### src/rtl/fir_pkg.sv
// rtl/fir_pkg.sv - shared widths and saturation helper for the fir_filter output chain
//
// Purpose: default sample widths shared with fir_filter, the output clamp limits
//          and a signed clamp function used by the conditioner.
// Contents: FIR_IN_W, FIR_OUT_W, SAT_MAX, SAT_MIN, sat_clip().
package fir_pkg;

  localparam int FIR_IN_W  = 16;
  localparam int FIR_OUT_W = 8;
  localparam int SAT_MAX   = 2 ** (FIR_OUT_W - 1) - 1;
  localparam int SAT_MIN   = -(2 ** (FIR_OUT_W - 1));

  // Clamp a signed value into [lo, hi]; callers detect clipping by
  // comparing the result against the input.
  function automatic int sat_clip(input int v, input int lo, input int hi);
    if (v > hi) begin
      return hi;
    end else if (v < lo) begin
      return lo;
    end
    return v;
  endfunction

endpackage

### src/rtl/sync_fifo.sv
// rtl/sync_fifo.sv - first-word-fall-through synchronous FIFO
//
// Purpose: small FWFT FIFO with full/empty/count; rd_data_o always shows the head.
// Ports:
//   clk_i      clock (rising edge)
//   reset_i    synchronous active-high reset, empties the FIFO
//   wr_en_i    push request; ignored when full unless a pop happens the same cycle
//   wr_data_i  data to push
//   rd_en_i    pop request; ignored when empty
//   rd_data_o  head entry (stale when empty)
//   full_o     count == DEPTH
//   empty_o    count == 0
//   count_o    number of stored entries
module sync_fifo #(
  parameter int WIDTH = 8,
  parameter int DEPTH = 4
) (
  input  logic                     clk_i,
  input  logic                     reset_i,
  input  logic                     wr_en_i,
  input  logic [WIDTH-1:0]         wr_data_i,
  input  logic                     rd_en_i,
  output logic [WIDTH-1:0]         rd_data_o,
  output logic                     full_o,
  output logic                     empty_o,
  output logic [$clog2(DEPTH):0]   count_o
);

  localparam int AW = $clog2(DEPTH);

  logic [WIDTH-1:0] mem_q [DEPTH];
  logic [AW-1:0]    wr_ptr_q, wr_ptr_d;
  logic [AW-1:0]    rd_ptr_q, rd_ptr_d;
  logic [AW:0]      count_q, count_d;
  logic             do_wr, do_rd;

  assign full_o    = (count_q == (AW+1)'(DEPTH));
  assign empty_o   = (count_q == '0);
  assign count_o   = count_q;
  assign rd_data_o = mem_q[rd_ptr_q];

  // A pop frees the slot in the same cycle, so a full FIFO may still accept
  // a push when it is popped simultaneously.
  assign do_rd = rd_en_i && !empty_o;
  assign do_wr = wr_en_i && (!full_o || do_rd);

  always_comb begin
    wr_ptr_d = wr_ptr_q;
    rd_ptr_d = rd_ptr_q;
    count_d  = count_q;
    if (do_wr) wr_ptr_d = wr_ptr_q + 1'b1;
    if (do_rd) rd_ptr_d = rd_ptr_q + 1'b1;
    case ({do_wr, do_rd})
      2'b10:   count_d = count_q + 1'b1;
      2'b01:   count_d = count_q - 1'b1;
      default: count_d = count_q;
    endcase
  end

  always_ff @(posedge clk_i) begin
    if (reset_i) begin
      wr_ptr_q <= '0;
      rd_ptr_q <= '0;
      count_q  <= '0;
    end else begin
      wr_ptr_q <= wr_ptr_d;
      rd_ptr_q <= rd_ptr_d;
      count_q  <= count_d;
    end
  end

  // Storage needs no reset: entries are only visible once counted.
  always_ff @(posedge clk_i) begin
    if (do_wr && !reset_i) begin
      mem_q[wr_ptr_q] <= wr_data_i;
    end
  end

endmodule

### src/rtl/fir_output_conditioner.sv
// rtl/fir_output_conditioner.sv - round, saturate, decimate and buffer fir_filter output
//
// Purpose: takes the full-precision fir_filter sample stream, keeps 1 of every
//          DECIM valid samples, rounds half-up by SHIFT bits, saturates to OUT_W
//          and presents results from a FWFT FIFO on a valid/ready interface.
// Ports:
//   clk         clock (rising edge)
//   reset       synchronous active-high reset, flushes everything
//   y_in        signed input sample
//   in_valid    y_in valid this cycle
//   out_data    signed conditioned sample (FIFO head, holds last value when empty)
//   out_valid   out_data valid
//   out_ready   consumer accepts
//   overflow    sticky: a kept sample was dropped on a full FIFO
//   clip_count  number of saturated kept samples, holds at 16'hFFFF
module fir_output_conditioner
  import fir_pkg::*;
#(
  parameter int IN_W       = FIR_IN_W,
  parameter int OUT_W      = FIR_OUT_W,
  parameter int SHIFT      = 4,
  parameter int DECIM      = 2,
  parameter int FIFO_DEPTH = 4
) (
  input  logic              clk,
  input  logic              reset,
  input  logic [IN_W-1:0]   y_in,
  input  logic              in_valid,
  output logic [OUT_W-1:0]  out_data,
  output logic              out_valid,
  input  logic              out_ready,
  output logic              overflow,
  output logic [15:0]       clip_count
);

  localparam int PW = (DECIM > 1) ? $clog2(DECIM) : 1;
  localparam int CW = $clog2(FIFO_DEPTH) + 1;
  localparam int LO = -(2 ** (OUT_W - 1));
  localparam int HI = 2 ** (OUT_W - 1) - 1;

  logic [PW-1:0]       phase_q, phase_d;
  logic [OUT_W-1:0]    pipe_q, pipe_d;
  logic                pipe_valid_q, pipe_valid_d;
  logic [15:0]         clip_q, clip_d;
  logic                ovf_q, ovf_d;
  logic [OUT_W-1:0]    last_q, last_d;

  logic signed [IN_W:0] sum, rnd;
  int                   rnd_i, sat_i;
  logic                 keep, clipped, pop;

  logic [OUT_W-1:0]     fifo_rd_data;
  logic                 fifo_full, fifo_empty;
  logic [CW-1:0]        fifo_count;

  // One extra bit of headroom so the rounding offset cannot wrap the
  // largest positive input.
  always_comb begin
    sum     = $signed({y_in[IN_W-1], y_in}) + $signed((IN_W+1)'(2 ** (SHIFT - 1)));
    rnd     = sum >>> SHIFT;
    rnd_i   = int'(rnd);
    sat_i   = sat_clip(rnd_i, LO, HI);
    clipped = (sat_i != rnd_i);
  end

  assign keep      = in_valid && (phase_q == '0);
  assign out_valid = (fifo_count != '0);
  assign pop       = out_valid && out_ready;
  assign out_data  = fifo_empty ? last_q : fifo_rd_data;
  assign overflow  = ovf_q;
  assign clip_count = clip_q;

  always_comb begin
    phase_d      = phase_q;
    pipe_d       = pipe_q;
    pipe_valid_d = keep;
    clip_d       = clip_q;
    ovf_d        = ovf_q;
    last_d       = last_q;
    if (in_valid) begin
      phase_d = (phase_q == PW'(DECIM - 1)) ? '0 : phase_q + 1'b1;
    end
    if (keep) begin
      pipe_d = OUT_W'(sat_i);
      if (clipped && (clip_q != 16'hFFFF)) clip_d = clip_q + 16'd1;
    end
    // The FIFO refuses the push itself; here we only record the loss.
    if (pipe_valid_q && fifo_full && !pop) ovf_d = 1'b1;
    // Remember the head so out_data can hold it once the FIFO drains.
    if (!fifo_empty) last_d = fifo_rd_data;
  end

  always_ff @(posedge clk) begin
    if (reset) begin
      phase_q      <= '0;
      pipe_q       <= '0;
      pipe_valid_q <= 1'b0;
      clip_q       <= '0;
      ovf_q        <= 1'b0;
      last_q       <= '0;
    end else begin
      phase_q      <= phase_d;
      pipe_q       <= pipe_d;
      pipe_valid_q <= pipe_valid_d;
      clip_q       <= clip_d;
      ovf_q        <= ovf_d;
      last_q       <= last_d;
    end
  end

  sync_fifo #(
    .WIDTH (OUT_W),
    .DEPTH (FIFO_DEPTH)
  ) u_fifo (
    .clk_i     (clk),
    .reset_i   (reset),
    .wr_en_i   (pipe_valid_q),
    .wr_data_i (pipe_q),
    .rd_en_i   (pop),
    .rd_data_o (fifo_rd_data),
    .full_o    (fifo_full),
    .empty_o   (fifo_empty),
    .count_o   (fifo_count)
  );

endmodule

### config.mk
export PLATFORM = sky130hd
export DESIGN_NAME = fir_output_conditioner
export DESIGN_NICKNAME = d
export VERILOG_FILES = /design/src/rtl/fir_pkg.sv /design/src/rtl/sync_fifo.sv /design/src/rtl/fir_output_conditioner.sv
export SDC_FILE = /design/constraint.sdc
export NUM_CORES = 1
export LEC_CHECK = 0
export BUFFER_PORTS_ARGS = -buffer_cell sky130_fd_sc_hd__buf_2
export CAP_MARGIN = 20
export CORE_MARGIN = 2
export CORE_UTILIZATION = 29
export DETAILED_ROUTE_END_ITERATION = 10
export SETUP_SLACK_MARGIN = 0.3
export SLEW_MARGIN = 20
export SYNTH_ARGS = -nofsm -noshare
export SYNTH_HDL_FRONTEND = slang
export SYNTH_SLANG_ARGS = --single-unit
### constraint.sdc
create_clock -name clk -period 7.7 [get_ports clk]
set_clock_uncertainty 0.15 [all_clocks]
set_input_delay 0.77 -clock clk [delete_from_list [all_inputs] [get_ports clk]]
set_output_delay 0.77 -clock clk [all_outputs]
set_load 0.01 [all_outputs]
==> results.sh, run 1 <==
export IMPL_crit_chain="buf_2, nand3_2, nor3_1, xor2_1, a311oi_4, nand2_4, or4_1, a21oi_1"
export IMPL_grt_pass1_wl_mm=11.1
export IMPL_finalInstanceArea_um2=4010
export IMPL_final_hold_viol_count=0
export IMPL_pin_count=46
export IMPL_hold_class="flop to flop"
export IMPL_setup_ws_ns=4.68
export IMPL_outcome="completed"
export IMPL_critPathTopFamily="simple AND/OR/NAND/NOR gates"
export IMPL_cts_setup_buffers=0
export IMPL_yosys_top_cells_count="44 x dfxtp_1, 32 x edfxtp_1, 29 x nor2_1"
export IMPL_antenna_left=0
export IMPL_syn_inst=294
export IMPL_synth_edf_count=32
export IMPL_max_slew_margin_pct=51.3
export IMPL_timing_rr_start="clip_count[0]"
export IMPL_drt_initial_drc_count=67
export IMPL_place_port_buffers=42
export IMPL_worst_path_buf_inv=1
export IMPL_synth_top_area_cell="edfxtp_1"
export IMPL_ctsResizeCount=0
export IMPL_yosys_top_cells_area="edfxtp_1 29%, dfxtp_1 26%, mux4_2 5.4%"
export IMPL_dpl_instance_area_um2=3720
export IMPL_comb_power_share_pct=22.0
export IMPL_cp_slowest_cell="a311oi_4"
export IMPL_wl_mm=6.55
export IMPL_finalCriticalPeriod_ns=3.02
export IMPL_seqPwrFrac_pct=42.5
export IMPL_tritoncts="yes"
export IMPL_critPathLaunchType="primary input"
export IMPL_cts_root_buf="clkbuf_16"
export IMPL_crit_fanout=19
export IMPL_grtUsageMet1_pct=14.5
export IMPL_r2r_cells=8
export IMPL_clock_path_buffers=2
export IMPL_hpwl_mm=4.65
export IMPL_swShare_pct=28.9
export IMPL_netlist_area_um2=3370
export IMPL_syn_area_per_cell_um2=11.4
export IMPL_cp_depth=8
export IMPL_reg2reg_to="clip_count[13]"
export IMPL_arrival_ns=3.13
export IMPL_area_delta_synth_final_pct=19.1
export IMPL_min_path_cells=2
export IMPL_ys_warn_count=0
export IMPL_worst_pin_slew_ns=0.730
export IMPL_grt_overflow=0
export IMPL_die_h_um=112
export IMPL_gp_congestion=0.778
export IMPL_ir_drop_mv=0.116
export IMPL_leakage_nw=1.50
export IMPL_fin_crit_sh_pct=39.3
export IMPL_slowest_delay_ns=0.52
export IMPL_pre_cts_ws_ns=4.37
export IMPL_grt_max_degree=41
export IMPL_clk_insertion_delay_late_ns=0.33
export IMPL_cap_viol_max_count=0
export IMPL_p_int_uw=814
export IMPL_first_pass_iters=4
export IMPL_ys_seq_area_share_pct=54.7
export IMPL_reg2reg_slack_ns=4.90
export IMPL_grtUsageMet3_pct=2.72
export IMPL_grt_usage_pct=10.9
export IMPL_power_density_nw_per_um2=285
export IMPL_syn_nets=322
export IMPL_dp_cells=470
export IMPL_grt_met2_usage_pct=17.4
export IMPL_endpoint_kind="flop"
export IMPL_yosys_most_used_dff="dfxtp_1"
export IMPL_antenna_found_initial=0
export IMPL_instances_no_fill=486
export IMPL_async_reset_ff_share_pct=0
export IMPL_fin_tns_setup_ns=0
export IMPL_fin_util_pct=35.3
export IMPL_yosysMostFrequentCell="dfxtp_1"
export IMPL_cts_hold_buffers_added=0
export IMPL_htreeDepth=3
export IMPL_rsz0062_at_grt="false"
export IMPL_cts_buffers=9
export IMPL_drc_errors=0
export IMPL_wire_per_inst_um=13.5
export IMPL_busiest_layer="met2"
export IMPL_first_global_vias=2271
export IMPL_nNetsFinal=366
export IMPL_row_count=39
export IMPL_crit_required_ns=7.80
export IMPL_start_util_pct=29.6
export IMPL_cts_sinks=76
export IMPL_core_area_um2=11400
export IMPL_die_w_um=112
export IMPL_clock_fmax_mhz=331
export IMPL_cts_clk_slew_worst_paths_ns=0.06
export IMPL_synth_top_area_share_pct=28.6
export IMPL_viasPerCell=4.76
export IMPL_diodes=0
export IMPL_cp_endpoint="clip_count[13]"
export IMPL_min_from="phase_q"
export IMPL_drv_slew=0
export IMPL_crit_start="y_in[5]"
export IMPL_die_area_um2=12500
export IMPL_synth_seq_cells=76
export IMPL_criticalPathCategory="primary input to flop"
export IMPL_synth_cell_types=44
export IMPL_setup_viol=0
export IMPL_p_clk_share_pct=35.4
export IMPL_layout_drive_gt1_share_pct=23.0
export IMPL_power_switching_uw=330
export IMPL_dr_total_vias=2313
-- how the worst min path moves through the flow --
stage,endpoint,slack [ns]
2_1_floorplan,phase_q,0.29
3_3_place_gp,phase_q,0.30
3_5_place_dp,phase_q,0.32
4_1_cts,phase_q,0.33
5_1_grt,phase_q,0.34
6_report,phase_q,0.32
-- cell families after synthesis --
family                   count (synthesis)  share of synthesized area (%)
adder cells (fa/ha/maj)                  8                           3.20
buffers and inverters                   17                           1.93
AO/OA/AOI/OAI                           45                           9.44
XOR/XNOR                                16                           4.16
AND/OR/NAND/NOR                        114                           17.9
multiplexers                            18                           8.62
flip-flops                              76                           54.7
-- power groups by stage --
stage / sequential, mW / combinational, mW / clock [mW]
2_1_floorplan: 0.479 / 0.194 / 0
3_5_place_dp: 0.497 / 0.252 / 0
6_report: 0.487 / 0.252 / 0.405
3_3_place_gp: 0.494 / 0.249 / 0
5_1_grt: 0.494 / 0.281 / 0.432
4_1_cts: 0.488 / 0.255 / 0.418
-- final cells by class --
cell class	count	area [um2]
Fill cell	1164	7360
Sequential cell	76	1840
Multi-Input combinational cell	201	1460
Clock buffer	9	225
Timing Repair Buffer	42	210
Tap cell	143	179
Clock inverter	7	65.1
Inverter	8	30.0
-- layout by cell type, fill, tap and decap left out, types with 9 or more instances in the layout --
cell	n
dfxtp_1	44
buf_2	42
edfxtp_1	32
nor2_1	29
nand2_1	17
a21oi_1	14
nand3_1	13
xor2_1	11
nor2b_1	10
o21ai_0	9
clkbuf_16	9
-- through the flow --
step	hold slack, ns	power (mW)
final	0.319	1.14
after global routing	0.343	1.21
after CTS	0.325	1.16
after detailed placement	0.317	0.749
after global placement	0.302	0.743
after floorplan	0.294	0.672
-- state kept, by name (all words and copies together) (netlist names), named ones only --
| register | count |
|---|---|
| pipe_valid_q | 1 |
| pipe_q | 8 |
| u_fifo.wr_ptr_q | 2 |
| last_q | 8 |
| overflow | 1 |
| clip_count | 16 |
| u_fifo.mem_q | 32 |
| phase_q | 1 |
| u_fifo.count_o | 3 |
| u_fifo.rd_ptr_q | 2 |
-- worst register-to-register path: cells and delay by family (launching register included) --
family          cells  cell delay, ns
flops               1            0.35
fa+ha+maj           1            0.22
simple gates        5            1.38
compound gates      2            0.62
-- routing by layer --
layer / share of wire (%) / up-vias
li1: - / 1173
met1: 49 / 1082
met2: 46 / 49
met3: 3.9 / 9
met4: 1.5 / 0
met5: 0 / -
Note: power is estimated with default switching activity, not from simulation.
==> run 2: changes to the inputs <==
==> constraint.sdc (replaced) <==
create_clock -name clk -period 3.05 [get_ports clk]
set_clock_uncertainty 0.15 [all_clocks]
set_input_delay 0.305 -clock clk [delete_from_list [all_inputs] [get_ports clk]]
set_output_delay 0.305 -clock clk [all_outputs]
set_load 0.01 [all_outputs]
==> results.sh, run 2 (synthesis results as in run 1) <==
export IMPL_swShare_pct=28.2
export IMPL_clock_path_buffers=2
export IMPL_setup_ws_ns=0.464
export IMPL_cts_sinks=76
export IMPL_crit_fanout=15
export IMPL_pin_count=46
export IMPL_seqPwrFrac_pct=42.9
export IMPL_pre_cts_ws_ns=0.342
export IMPL_layout_common_cells="44 x dfxtp_1, 42 x buf_2, 32 x edfxtp_1, 29 x nor2_1, 17 x nand2_1"
export IMPL_drt_initial_drc_count=82
export IMPL_finalCriticalPeriod_ns=2.59
export IMPL_outcome="completed"
export IMPL_nNetsFinal=374
export IMPL_cap_viol_max_count=0
export IMPL_fin_crit_sh_pct=84.8
export IMPL_dr_total_vias=2313
export IMPL_power_density_nw_per_um2=702
export IMPL_reg2reg_to="clip_count[10]"
export IMPL_met3WireLength_um=273
export IMPL_ir_drop_mv=0.325
export IMPL_dp_cells=473
export IMPL_area_delta_synth_final_pct=21.2
export IMPL_wl_met1_mm=3.22
export IMPL_p_int_mw=2.06
export IMPL_first_pass_iters=4
export IMPL_layout_drive_gt1_share_pct=25.1
export IMPL_core_area_um2=11400
export IMPL_cts_root_buf="clkbuf_16"
export IMPL_row_count=39
export IMPL_min_to="phase_q"
export IMPL_fin_util_pct=35.9
export IMPL_htreeDepth=3
export IMPL_die_h_um=112
export IMPL_max_slew_margin_pct=52.3
export IMPL_clock_fmax_mhz=387
export IMPL_grt_overflow=0
export IMPL_largest_register="u_fifo.mem_q"
export IMPL_fin_tns_setup_ns=0
export IMPL_place_port_buffers=42
export IMPL_criticalPathCategory="flop to flop"
export IMPL_instances_no_fill=494
export IMPL_leakage_nw=1.54
export IMPL_drv_slew=0
export IMPL_grt_max_degree=41
export IMPL_p_clk_share_pct=34.8
export IMPL_hpwl_mm=4.63
export IMPL_viasPerCell=4.68
export IMPL_cts_clk_slew_worst_paths_ns=0.06
export IMPL_clk_insertion_delay_late_ns=0.33
export IMPL_min_path_cells=3
export IMPL_die_area_um2=12500
export IMPL_endpoint_kind="flop"
export IMPL_diodes=0
export IMPL_largest_reg_flops=32
export IMPL_wire_per_inst_um=13.1
export IMPL_cts_hold_buffers_added=0
export IMPL_timing_rr_start="clip_count[0]"
export IMPL_first_global_vias=2265
export IMPL_hold_class="primary input to flop"
export IMPL_grt_usage_pct=11.1
export IMPL_drc_errors=0
export IMPL_critPathLaunchType="flop"
export IMPL_rsz0062_at_grt="false"
export IMPL_r2r_cells=9
export IMPL_arrival_ns=2.69
export IMPL_antenna_found_initial=0
export IMPL_final_hold_viol_count=0
export IMPL_die_w_um=112
export IMPL_topRoutingLayerUsed="met4"
export IMPL_gp_congestion=0.771
export IMPL_crit_required_ns=3.15
export IMPL_wl_mm=6.47
export IMPL_worst_pin_slew_ns=0.716
export IMPL_reg2reg_slack_ns=0.46
export IMPL_tritoncts="yes"
export IMPL_wl_met2_mm=2.92
export IMPL_grt_pass1_wl_mm=11.1
export IMPL_power_switching_uw=806
export IMPL_setup_viol=0
export IMPL_antenna_left=0
export IMPL_comb_power_share_pct=22.3
export IMPL_whs_ns=0.119
export IMPL_cts_buffers=9
export IMPL_layout_commonest_cell="dfxtp_1"
export IMPL_min_from="in_valid"
export IMPL_start_util_pct=29.6
## run 2: cell count changes in the layout (fill, tap and decap cells not counted), sizes merged
cell,change
buf,+8
## run 2: what timing repair did
item | in CTS | in global routing
endpoints found under the setup margin | 0 | 3
setup buffers | 0 | 5
gates resized for setup | 0 | 1
endpoints found under the hold margin | 0 | 0
## run 2: area by class of cell
cell class / count / area (um2)
Clock buffer: 9 / 225
Clock inverter: 7 / 56.3
Fill cell: 1129 / 7290
Inverter: 8 / 30.0
Multi-Input combinational cell: 201 / 1470
Sequential cell: 76 / 1840
Tap cell: 143 / 179
Timing Repair Buffer: 50 / 283
## run 2: worst max-delay path by stage
stage,startpoint,endpoint,cells past startpoint
after CTS,clip_count[0],clip_count[13],8
after global placement,y_in[3],clip_count[13],9
final,clip_count[0],clip_count[10],9
after detailed placement,y_in[3],clip_count[13],9
after floorplan,clip_count[0],clip_count[13],8
after global routing,clip_count[0],clip_count[10],9
## run 2: critical path, stage by stage, from the launching register on
cell and delay (ns):
dfxtp_1 0.35, ha_1 0.22, and3_1 0.20, and3_1 0.22
and4_1 0.23, a311oi_4 0.32, nand2_4 0.11, buf_12 0.16
or4_1 0.40, a21oi_1 0.15
## run 2: layer usage
metal	GRT usage, %	vias to the layer above
met4	4.20	0
met5	0	-
met1	14.7	1078
met2	17.2	44
li1	-	1187
met3	3.27	4
## run 2: per-stage QoR
stage	power, mW	area [um2]
4_1_cts	2.89	4020
3_3_place_gp	1.88	3740
3_5_place_dp	1.89	3740
2_1_floorplan	1.70	3370
6_report	2.86	4080
5_1_grt	3.03	4080
## run 2: power by group through the flow
| stage | combinational, mW | sequential [mW] | clock, mW |
|---|---|---|---|
| after floorplan | 0.490 | 1.21 | 0 |
| after global placement | 0.628 | 1.25 | 0 |
| after detailed placement | 0.637 | 1.25 | 0 |
| after CTS | 0.641 | 1.23 | 1.02 |
| after global routing | 0.712 | 1.25 | 1.07 |
| final | 0.638 | 1.23 | 0.998 |
